`config.mk`:
```
export PLATFORM = sky130hd
export DESIGN_NAME = clk_div_multi
export DESIGN_NICKNAME = d
export VERILOG_FILES = /design/src/rtl/clk_div_pkg.sv /design/src/rtl/clk_div_chan.sv /design/src/rtl/clk_div_multi.sv
export SDC_FILE = /design/constraint.sdc
export NUM_CORES = 1
export LEC_CHECK = 0
export CORE_MARGIN = 2
export CORE_UTILIZATION = 55
export DETAILED_ROUTE_END_ITERATION = 8
export PLACE_DENSITY_LB_ADDON = 0.25
export REMOVE_ABC_BUFFERS = 1
export SLEW_MARGIN = 40
export SYNTH_ARGS = -nofsm -noshare
export SYNTH_HDL_FRONTEND = slang
export SYNTH_HIERARCHICAL = 1
export SYNTH_SLANG_ARGS = --single-unit
```
`constraint.sdc`:
```
create_clock -name clk -period 3.75 [get_ports clk]
set_clock_uncertainty 0.05 [all_clocks]
set_input_delay 0.5625 -clock clk [delete_from_list [all_inputs] [get_ports clk]]
set_output_delay 0.5625 -clock clk [all_outputs]
set_load 0.01 [all_outputs]
```
`src/rtl/clk_div_pkg.sv`:
```
// clk_div_pkg: shared constants, types and helpers for the clk_div_multi
// programmable tick/clock generator.
//   CW_DEFAULT      default divisor/counter width
//   DEF_DIV_DEFAULT default divisor loaded at reset
//   idx_w()         channel-select width, max(1, clog2(n))
//   divisor_t       divisor value at the default width
package clk_div_pkg;

  localparam int CW_DEFAULT      = 32;
  localparam int DEF_DIV_DEFAULT = 5000000;

  typedef logic [CW_DEFAULT-1:0] divisor_t;

  // A single channel still needs a one-bit select port.
  function automatic int idx_w(input int n);
    return (n <= 1) ? 1 : $clog2(n);
  endfunction

endpackage

```
`src/rtl/clk_div_chan.sv`:
```
// clk_div_chan: one divider channel.
// Holds the counter, the active divisor, the shadow divisor (written by
// software at any time) and the registered tick / divided-clock outputs.
// The shadow value is promoted to the active divisor only at wrap, on a
// restart, or while the channel is disabled, so periods never glitch.
// Optional: CLK_DIV_STATUS_EN adds pending_o (shadow differs from active).
// Ports:
//   clk        system clock
//   rst        reset, asynchronous assert (already release-synchronised)
//   en_i       count enable
//   restart_i  realign: zero counter and outputs, load shadow
//   wr_i       shadow divisor write strobe for this channel
//   wr_div_i   divisor value to write
//   tick_o     one-cycle strobe every eff cycles
//   clk_out_o  50% duty clock, period 2*eff
//   pending_o  (CLK_DIV_STATUS_EN only) shadow != active
module clk_div_chan
  import clk_div_pkg::*;
#(
  parameter int CW      = CW_DEFAULT,
  parameter int DEF_DIV = DEF_DIV_DEFAULT
) (
  input  logic          clk,
  input  logic          rst,
  input  logic          en_i,
  input  logic          restart_i,
  input  logic          wr_i,
  input  logic [CW-1:0] wr_div_i,
`ifdef CLK_DIV_STATUS_EN
  output logic          pending_o,
`endif
  output logic          tick_o,
  output logic          clk_out_o
);

  localparam logic [CW-1:0] RST_DIV = CW'(DEF_DIV);

  logic [CW-1:0] cnt_q, cnt_d;
  logic [CW-1:0] act_q, act_d;
  logic [CW-1:0] shd_q, shd_d;
  logic          tick_q, tick_d;
  logic          clk_q, clk_d;
  logic [CW-1:0] eff;
  logic [CW-1:0] shd_fwd;
  logic          term;

  always_comb begin
    // Divisors 0 and 1 both mean "every cycle".
    eff     = (act_q < CW'(2)) ? CW'(1) : act_q;
    term    = en_i && (cnt_q == (eff - CW'(1)));
    // A write in the same cycle as a transfer is forwarded into it.
    shd_fwd = wr_i ? wr_div_i : shd_q;

    cnt_d  = cnt_q;
    act_d  = act_q;
    shd_d  = shd_fwd;
    tick_d = 1'b0;
    clk_d  = clk_q;

    if (restart_i) begin
      cnt_d = '0;
      clk_d = 1'b0;
      act_d = shd_fwd;
    end else if (en_i) begin
      tick_d = term;
      if (term) begin
        cnt_d = '0;
        clk_d = ~clk_q;
        act_d = shd_fwd;
      end else begin
        cnt_d = cnt_q + CW'(1);
      end
    end else if (shd_q != act_q) begin
      // Idle channel adopts a new divisor at once and starts fresh.
      act_d = shd_q;
      cnt_d = '0;
    end
  end

  always_ff @(posedge clk or posedge rst) begin
    if (rst) begin
      cnt_q  <= '0;
      act_q  <= RST_DIV;
      shd_q  <= RST_DIV;
      tick_q <= 1'b0;
      clk_q  <= 1'b0;
    end else begin
      cnt_q  <= cnt_d;
      act_q  <= act_d;
      shd_q  <= shd_d;
      tick_q <= tick_d;
      clk_q  <= clk_d;
    end
  end

  assign tick_o    = tick_q;
  assign clk_out_o = clk_q;

`ifdef CLK_DIV_STATUS_EN
  logic pend_q;

  // Compare next-state values so the flag tracks shd_q != act_q exactly.
  always_ff @(posedge clk or posedge rst) begin
    if (rst) pend_q <= 1'b0;
    else     pend_q <= (shd_d != act_d);
  end

  assign pending_o = pend_q;
`endif

endmodule

```
`src/rtl/clk_div_multi.sv`:
```
// clk_div_multi: NCH-channel programmable tick / divided-clock generator.
// Decodes divisor writes to per-channel strobes (out-of-range channel
// numbers match nothing and are dropped), fans out sync_restart, and
// synchronises the release of the asynchronous reset.
// Optional: define CLK_DIV_STATUS_EN to add the pending output.
// Ports:
//   clk           system clock
//   reset         asynchronous, active-high reset
//   en[NCH]       per-channel count enable
//   sync_restart  realign all channels
//   wr_en         divisor write strobe
//   wr_ch[IW]     write target channel
//   wr_div[CW]    new divisor
//   tick[NCH]     registered one-cycle strobes
//   clk_out[NCH]  registered divided clocks
//   pending[NCH]  (CLK_DIV_STATUS_EN only) shadow divisor not yet active
module clk_div_multi
  import clk_div_pkg::*;
#(
  parameter  int NCH     = 2,
  parameter  int CW      = CW_DEFAULT,
  parameter  int DEF_DIV = DEF_DIV_DEFAULT,
  localparam int IW      = idx_w(NCH)
) (
  input  logic           clk,
  input  logic           reset,
  input  logic [NCH-1:0] en,
  input  logic           sync_restart,
  input  logic           wr_en,
  input  logic [IW-1:0]  wr_ch,
  input  logic [CW-1:0]  wr_div,
`ifdef CLK_DIV_STATUS_EN
  output logic [NCH-1:0] pending,
`endif
  output logic [NCH-1:0] tick,
  output logic [NCH-1:0] clk_out
);

  // Reset asserts immediately, releases two clock edges after reset drops.
  logic [1:0] rst_sync_q;
  logic       chan_rst;

  always_ff @(posedge clk or posedge reset) begin
    if (reset) rst_sync_q <= 2'b11;
    else       rst_sync_q <= {rst_sync_q[0], 1'b0};
  end

  assign chan_rst = rst_sync_q[1];

  for (genvar i = 0; i < NCH; i++) begin : g_ch
    logic wr_sel;
    assign wr_sel = wr_en && (wr_ch == IW'(i));

    clk_div_chan #(
      .CW      (CW),
      .DEF_DIV (DEF_DIV)
    ) u_chan (
      .clk       (clk),
      .rst       (chan_rst),
      .en_i      (en[i]),
      .restart_i (sync_restart),
      .wr_i      (wr_sel),
      .wr_div_i  (wr_div),
`ifdef CLK_DIV_STATUS_EN
      .pending_o (pending[i]),
`endif
      .tick_o    (tick[i]),
      .clk_out_o (clk_out[i])
    );
  end

endmodule

```
[After elaboration in Yosys (flattened, before gate mapping)]
Index checks and enable logic that the tools add are counted.
Storage, ports and cells
  register bits after elaboration: 198
  output and inout port bits: 4
  input bits: 39
Operators by class
  magnitude comparators: 2
  multiplexer cells: 30
  $add $sub $neg: 4
  reductions and logical operators: 14
  eq/ne operators: 6
  bitwise operators: 3
Operator list (count)
  $mux W32: 20
  $add A32 B1 Y32 const B: 2
  $eq A32 B32 Y1: 2
  $lt A32 B2 Y1 const B: 2
  $ne A32 B32 Y1: 2
  $sub A32 B1 Y32 const B: 2
  $mux W1: 10
  $reduce_and A2 Y1: 4
  $reduce_bool A2 Y1: 4
  $ne A3 B1 Y1 const B: 2
  $reduce_bool A3 Y1: 2
  $logic_and A1 B1 Y1: 4
  $not A1 Y1: 3

[Logic depth before layout (Yosys ltp)]
  depth in word-level cells: 8
  gate-level depth with buffers: 18
  gate-level depth less buffers: 14

[Hierarchy]
The synthesis kept the hierarchy.
Modules (own cells, without submodules)
  clk_div_chan: cells an instance 634, times used 2, area an instance 6347.3 µm²
  clk_div_multi: cells an instance 6, times used 1, area an instance 76.3 µm²

[Least setup slack after synthesis]
OpenSTA, ideal clock, no wires.
  path type: reg2reg
  from: register g_ch[0].u_chan.act_q[9]
  to: register g_ch[0].u_chan.tick_q
  clock period less this slack: 3966 ps
  path buffers: 2
  setup time: 95 ps
  path slack: -216 ps
  cell stages (with the launch flop): 16
  arrival: 3821 ps
  cells stage by stage: dfstp_2 -> buf_2 -> nor2_1 -> and4_1 -> buf_2 -> and4_1 -> nor2_1 -> ha_1 -> or4b_4 -> nor2_4 -> a31oi_1 -> nor4_2 -> nand2_1 -> or4b_1 -> or4_1 -> nor4b_2
On the way
  word-level cells in the longest chain between the ends: 7
RTL lines
  start: declaration: RTL line clk_div_chan.sv:39  | logic [CW-1:0] act_q, act_d;
  start signal: assignment: RTL line clk_div_chan.sv:89  | act_q <= act_d;
  $lt A32 B2 Y1: RTL line clk_div_chan.sv:49  | eff = (act_q < CW'(2)) ? CW'(1) : act_q;
  $mux W32 *: RTL line clk_div_chan.sv:49
  $sub A32 B1 Y32 *: RTL line clk_div_chan.sv:50  | term = en_i && (cnt_q == (eff - CW'(1)));
  $eq A32 B32 Y1 *: RTL line clk_div_chan.sv:50
  $logic_and A1 B1 Y1 *: RTL line clk_div_chan.sv:50
  $mux W1 *: RTL line clk_div_chan.sv:64  | end else if (en_i) begin
  $mux W1 *: RTL line clk_div_chan.sv:60  | if (restart_i) begin
  via g_ch[0].u_chan.tick_d: RTL line clk_div_chan.sv:41  | logic tick_q, tick_d;
  end signal: assignment: RTL line clk_div_chan.sv:91  | tick_q <= tick_d;
  end: declaration: RTL line clk_div_chan.sv:41
Mark *: on every way through the listed nets, which the timed path passes. The rest lies on a longest branch.
A chain may end at the register's enable or synchronous reset.

[Final worst setup path]
  from: register g_ch[1].u_chan.act_q[6]
  to: register g_ch[1].u_chan.act_q[13]
On the way
  word-level cells in the longest chain between the ends: 7
  elaborated cells on any way between the ends: 9
RTL lines (RTL line)
  start: declaration: clk_div_chan.sv:39
  start signal: assignment: clk_div_chan.sv:89
  $lt A32 B2 Y1: clk_div_chan.sv:49
  $mux W32: clk_div_chan.sv:49
  $sub A32 B1 Y32: clk_div_chan.sv:50
  $eq A32 B32 Y1: clk_div_chan.sv:50
  $logic_and A1 B1 Y1: clk_div_chan.sv:50
  $ne A3 B1 Y1 (no line)
  $reduce_and A2 Y1 (no line) *
Mark *: on every way between the ends. The rest lies on a longest branch, timed or not.

==> out/summary.txt <==
Largest net degree at the start of global routing = 89
Ys async rst share = 100.0%
Hold Vio Cnt, Final = 0
Clock Tree Buf Depth = 2
Cell Area, Synth = 12770 um^2
Footprint of the multi-input gates = 7492 um^2
Crit-path cells = nor4_2 > and4_1 > and4_1 > nor2_2 > ha_2 > or4b_4 > nor2_4 > o2111ai_2 > o21ai_2 > o2111ai_2 > nor4b_2 > nand4_1 > a21boi_4 > buf_12 > buf_12 > mux2i_1
Crit path DAT = 4.31 ns
DRC = 0
Yosys cell types = 66
Detailed Place HPWL = 27.05 mm
Post-Synthesis Cells = 1274
Fin worst setup slack = -0.2519 ns
DP Area = 14150 um^2
Fin nets = 1479
RSZ-0062 raised after global routing = true
Worst Hold Depth = 0
Routability cong. = 0.9493
Initial core utilization = 56.24%
Max_cap viols = 0
Startpoint types = flop
PwrDens = 434.0 nW/um^2
Dominant delay contributor by cell family on the critical path = simple AND/OR/NAND/NOR gates
Main synth FF type = dfrtp_1
HP Class = flop to flop
Max Slew Vio Count = 0
Die ar. = 24450 um^2
Critical path class = flop to flop
CTS tree = built
Fin cells = 1734
Flip-flop and latch count after synthesis = 198
CTS Root Buffer Type = clkbuf_16
Switching power = 0.002444 W
Via Count = 10641
Comb pwr share = 34.0%
# port buffers = 42
Crit path required time = 4.06 ns
Syn_area_per_cell = 10.02 um^2
Drt pass-1 iters = 6
Seq/Total Area, Yosys = 39.13%
Layout cell share with drive strength beyond 1 = 29.05%
CTS H-Tree Depth = 4
I/O Pins = 43
Antenna cells = 0
Cell count after placement = 1659
Failing checks = negative setup slack
Cell Int Power = 0.004425 W
Die width = 156.4 um
Status = finished, violations left
Worst Setup End Kind = flop
Rows = 55
Maximum vdd drop = 0.3085 mV
Clock transition at path regs = 0.08 ns
Slowest CP cell = dfstp_2
EDFF count, synth = 0
Part of the power in registers = 38.8%
Post-Route WL = 38.12 mm
# fillers = 1711
Worst Reg2Reg Path Length in Cells = 16
CP Buf/Inv Count = 2
Area grow syn2layout = 23.92%
Final period util = 106.7%
Crit. path cell count = 16
Vias in the first global route = 10284
Worst Tran Pin Value = 0.8348 ns
Gr ovfl total = 0
Vias/cell = 6.137
Worst-Skew Late Latency = 0.45 ns
Sequential Area = 4997 um^2
Setup violators final = 123
Minimum clock period = 4.002 ns
Cell leakage power = 6.918 nW
CP peak stage delay = 0.54 ns
First-pass GRT wire length = 57.95 mm
WL per Instance = 21.98 um
Finished Cell Area = 15830 um^2
GRT Util Overall = 30.99%
Switching share of power = 35.58%
Die Y = 156.4 um
Min Hold Slack = 0.3094 ns
Initial antenna violation count = 0
CTS Buf Count = 17
Ys Warns = 6
Sink Count = 198
Rel. slew slack = 44.35%
Achievable Freq = 249.9 MHz
Core box area = 22710 um^2
DRT antenna net count = 0
Max Fanout on Critical Path = 6
DR iter-0 viols = 958
Clock power frac = 27.2%
[path summary, 6_finish.rpt]
kind,end,start,slack [ns]
setup / recovery,g_ch[1].u_chan/act_q[13],g_ch[1].u_chan/act_q[6],-0.25
hold / removal,rst_sync_q[1],rst_sync_q[0],0.31
setup reg to reg,g_ch[1].u_chan/act_q[13],g_ch[1].u_chan/act_q[6],-0.25
hold reg to reg,rst_sync_q[1],rst_sync_q[0],0.31
max in group asynchronous,g_ch[1].u_chan/act_q[14],rst_sync_q[1],2.54
min in group asynchronous,g_ch[0].u_chan/shd_q[23],rst_sync_q[1],0.33
[worst register-to-register path, delay by kind of cell (launching register included)]
kind / cells / cell delay [ns]
adder cells (fa/ha/maj): 1 / 0.20
buffers and inverters: 2 / 0.33
AO/OA/AOI/OAI: 4 / 0.77
multiplexers: 1 / 0.22
AND/OR/NAND/NOR: 8 / 1.81
flip-flops: 1 / 0.54
[cells in the final DEF (no fill, tap or decap), types with 56 or more instances in the layout]
cell and n:
inv_1 79, nand3_1 56, nor2_1 70, nand4_1 56, xor2_1 86, mux2_2 64, dfrtp_1 164, xnor2_1 116
mux2i_1 129, buf_4 143
[sequential cells by signal (all words and copies together) (netlist names)]
signal and count:
g_ch.u_chan/shd_q 64, rst_sync_q 2, g_ch.u_chan/cnt_q 64, g_ch.u_chan/act_q 64, g_ch.u_chan/clk_out_o 2, g_ch.u_chan/tick_o 2
[kinds of logic (layout without fill, tap and decap cells)]
kind of cell | Yosys count | count (layout) | synth area share [%]
multiplexers | 196 | 196 | 15.99
XOR/XNOR | 204 | 204 | 13.99
flip-flops | 198 | 198 | 39.13
adder cells (fa/ha/maj) | 4 | 4 | 0.3919
other | 1 | 1 | 0.02936
AO/OA/AOI/OAI | 100 | 100 | 5.584
buffers and inverters | 153 | 328 | 5.927
AND/OR/NAND/NOR | 418 | 418 | 18.96
[Yosys cell counts (4+ instances only)]
master | count | share of area, %
a211oi_1 | 4 | 0.24
inv_1 | 81 | 2.4
dfstp_2 | 34 | 7.0
nor2_1 | 108 | 3.2
ha_1 | 4 | 0.39
nor4_2 | 4 | 0.39
nor2_4 | 4 | 0.35
xor2_1 | 86 | 5.9
mux2i_1 | 132 | 10
and3_1 | 26 | 1.3
a41oi_1 | 4 | 0.27
o31ai_1 | 4 | 0.24
dfrtp_1 | 164 | 32
nand4_1 | 56 | 2.7
o211ai_1 | 6 | 0.35
or3_1 | 4 | 0.20
a311oi_1 | 10 | 0.69
nor3b_1 | 4 | 0.24
a21oi_1 | 10 | 0.39
buf_1 | 6 | 0.18
nand2_1 | 36 | 1.1
o21ai_0 | 20 | 0.78
and4_1 | 10 | 0.69
mux2_2 | 64 | 5.6
nor4b_1 | 4 | 0.27
clkbuf_1 | 16 | 0.47
buf_4 | 8 | 0.47
buf_2 | 26 | 1.0
nor4_4 | 6 | 1.0
and2_1 | 4 | 0.20
nor3_1 | 30 | 1.2
nor2b_1 | 4 | 0.20
nand2b_1 | 4 | 0.20
nand3_1 | 56 | 2.2
a31oi_1 | 10 | 0.49
nor3_2 | 8 | 0.63
buf_6 | 16 | 1.4
nor4_1 | 28 | 1.4
xnor2_1 | 118 | 8.1
o2111ai_1 | 6 | 0.41
[power groups by stage]
| stage | clock, W | combinational, W | sequential [W] |
|---|---|---|---|
| after floorplan | 0 | 0.00111 | 0.00280 |
| after global placement | 0 | 0.00207 | 0.00267 |
| after detailed placement | 0 | 0.00209 | 0.00268 |
| after CTS | 0.00188 | 0.00222 | 0.00266 |
| after global routing | 0.00198 | 0.00248 | 0.00270 |
| final | 0.00187 | 0.00234 | 0.00266 |
[area by class of cell]
class	count	area share, %
clock buffer	17	2.688
clock inverter	15	0.9724
inverter	81	2.000
multi-input combinational	923	47.34
sequential	198	31.58
tap	285	2.253
timing repair buffer	215	13.17
[per-stage QoR]
step	setup slack [ns]	util, %	total power, W	setup TNS [ns]
after floorplan	-3.096	-	0.003914	-369.92
after global placement	-0.1441	62.30	0.004732	-5.111
after detailed placement	-0.2471	62.33	0.004770	-13.77
after CTS	-0.1349	67.76	0.006761	-6.031
after global routing	-0.3598	69.69	0.007158	-29.53
final	-0.2519	69.69	0.006869	-17.42
[repair_timing]
item                       CTS  global route
resized for setup           50            91
pin swaps                   30            46
setup endpoints to repair  124           132
hold endpoints to repair     0             0
buffers inserted            27             8
gates cloned                 8             5
hold buffers                 0             0
[layer usage]
metal,track usage (%),wire (um),share of wire [%],vias to the layer above
met1,47.28,17780,47,5272
li1,-,-,-,4825
met4,6.772,478,1.3,0
met5,0,0,0,-
met2,45.02,16550,43,504
met3,6.702,3310,8.7,40
(Power assumes the default switching activity.)
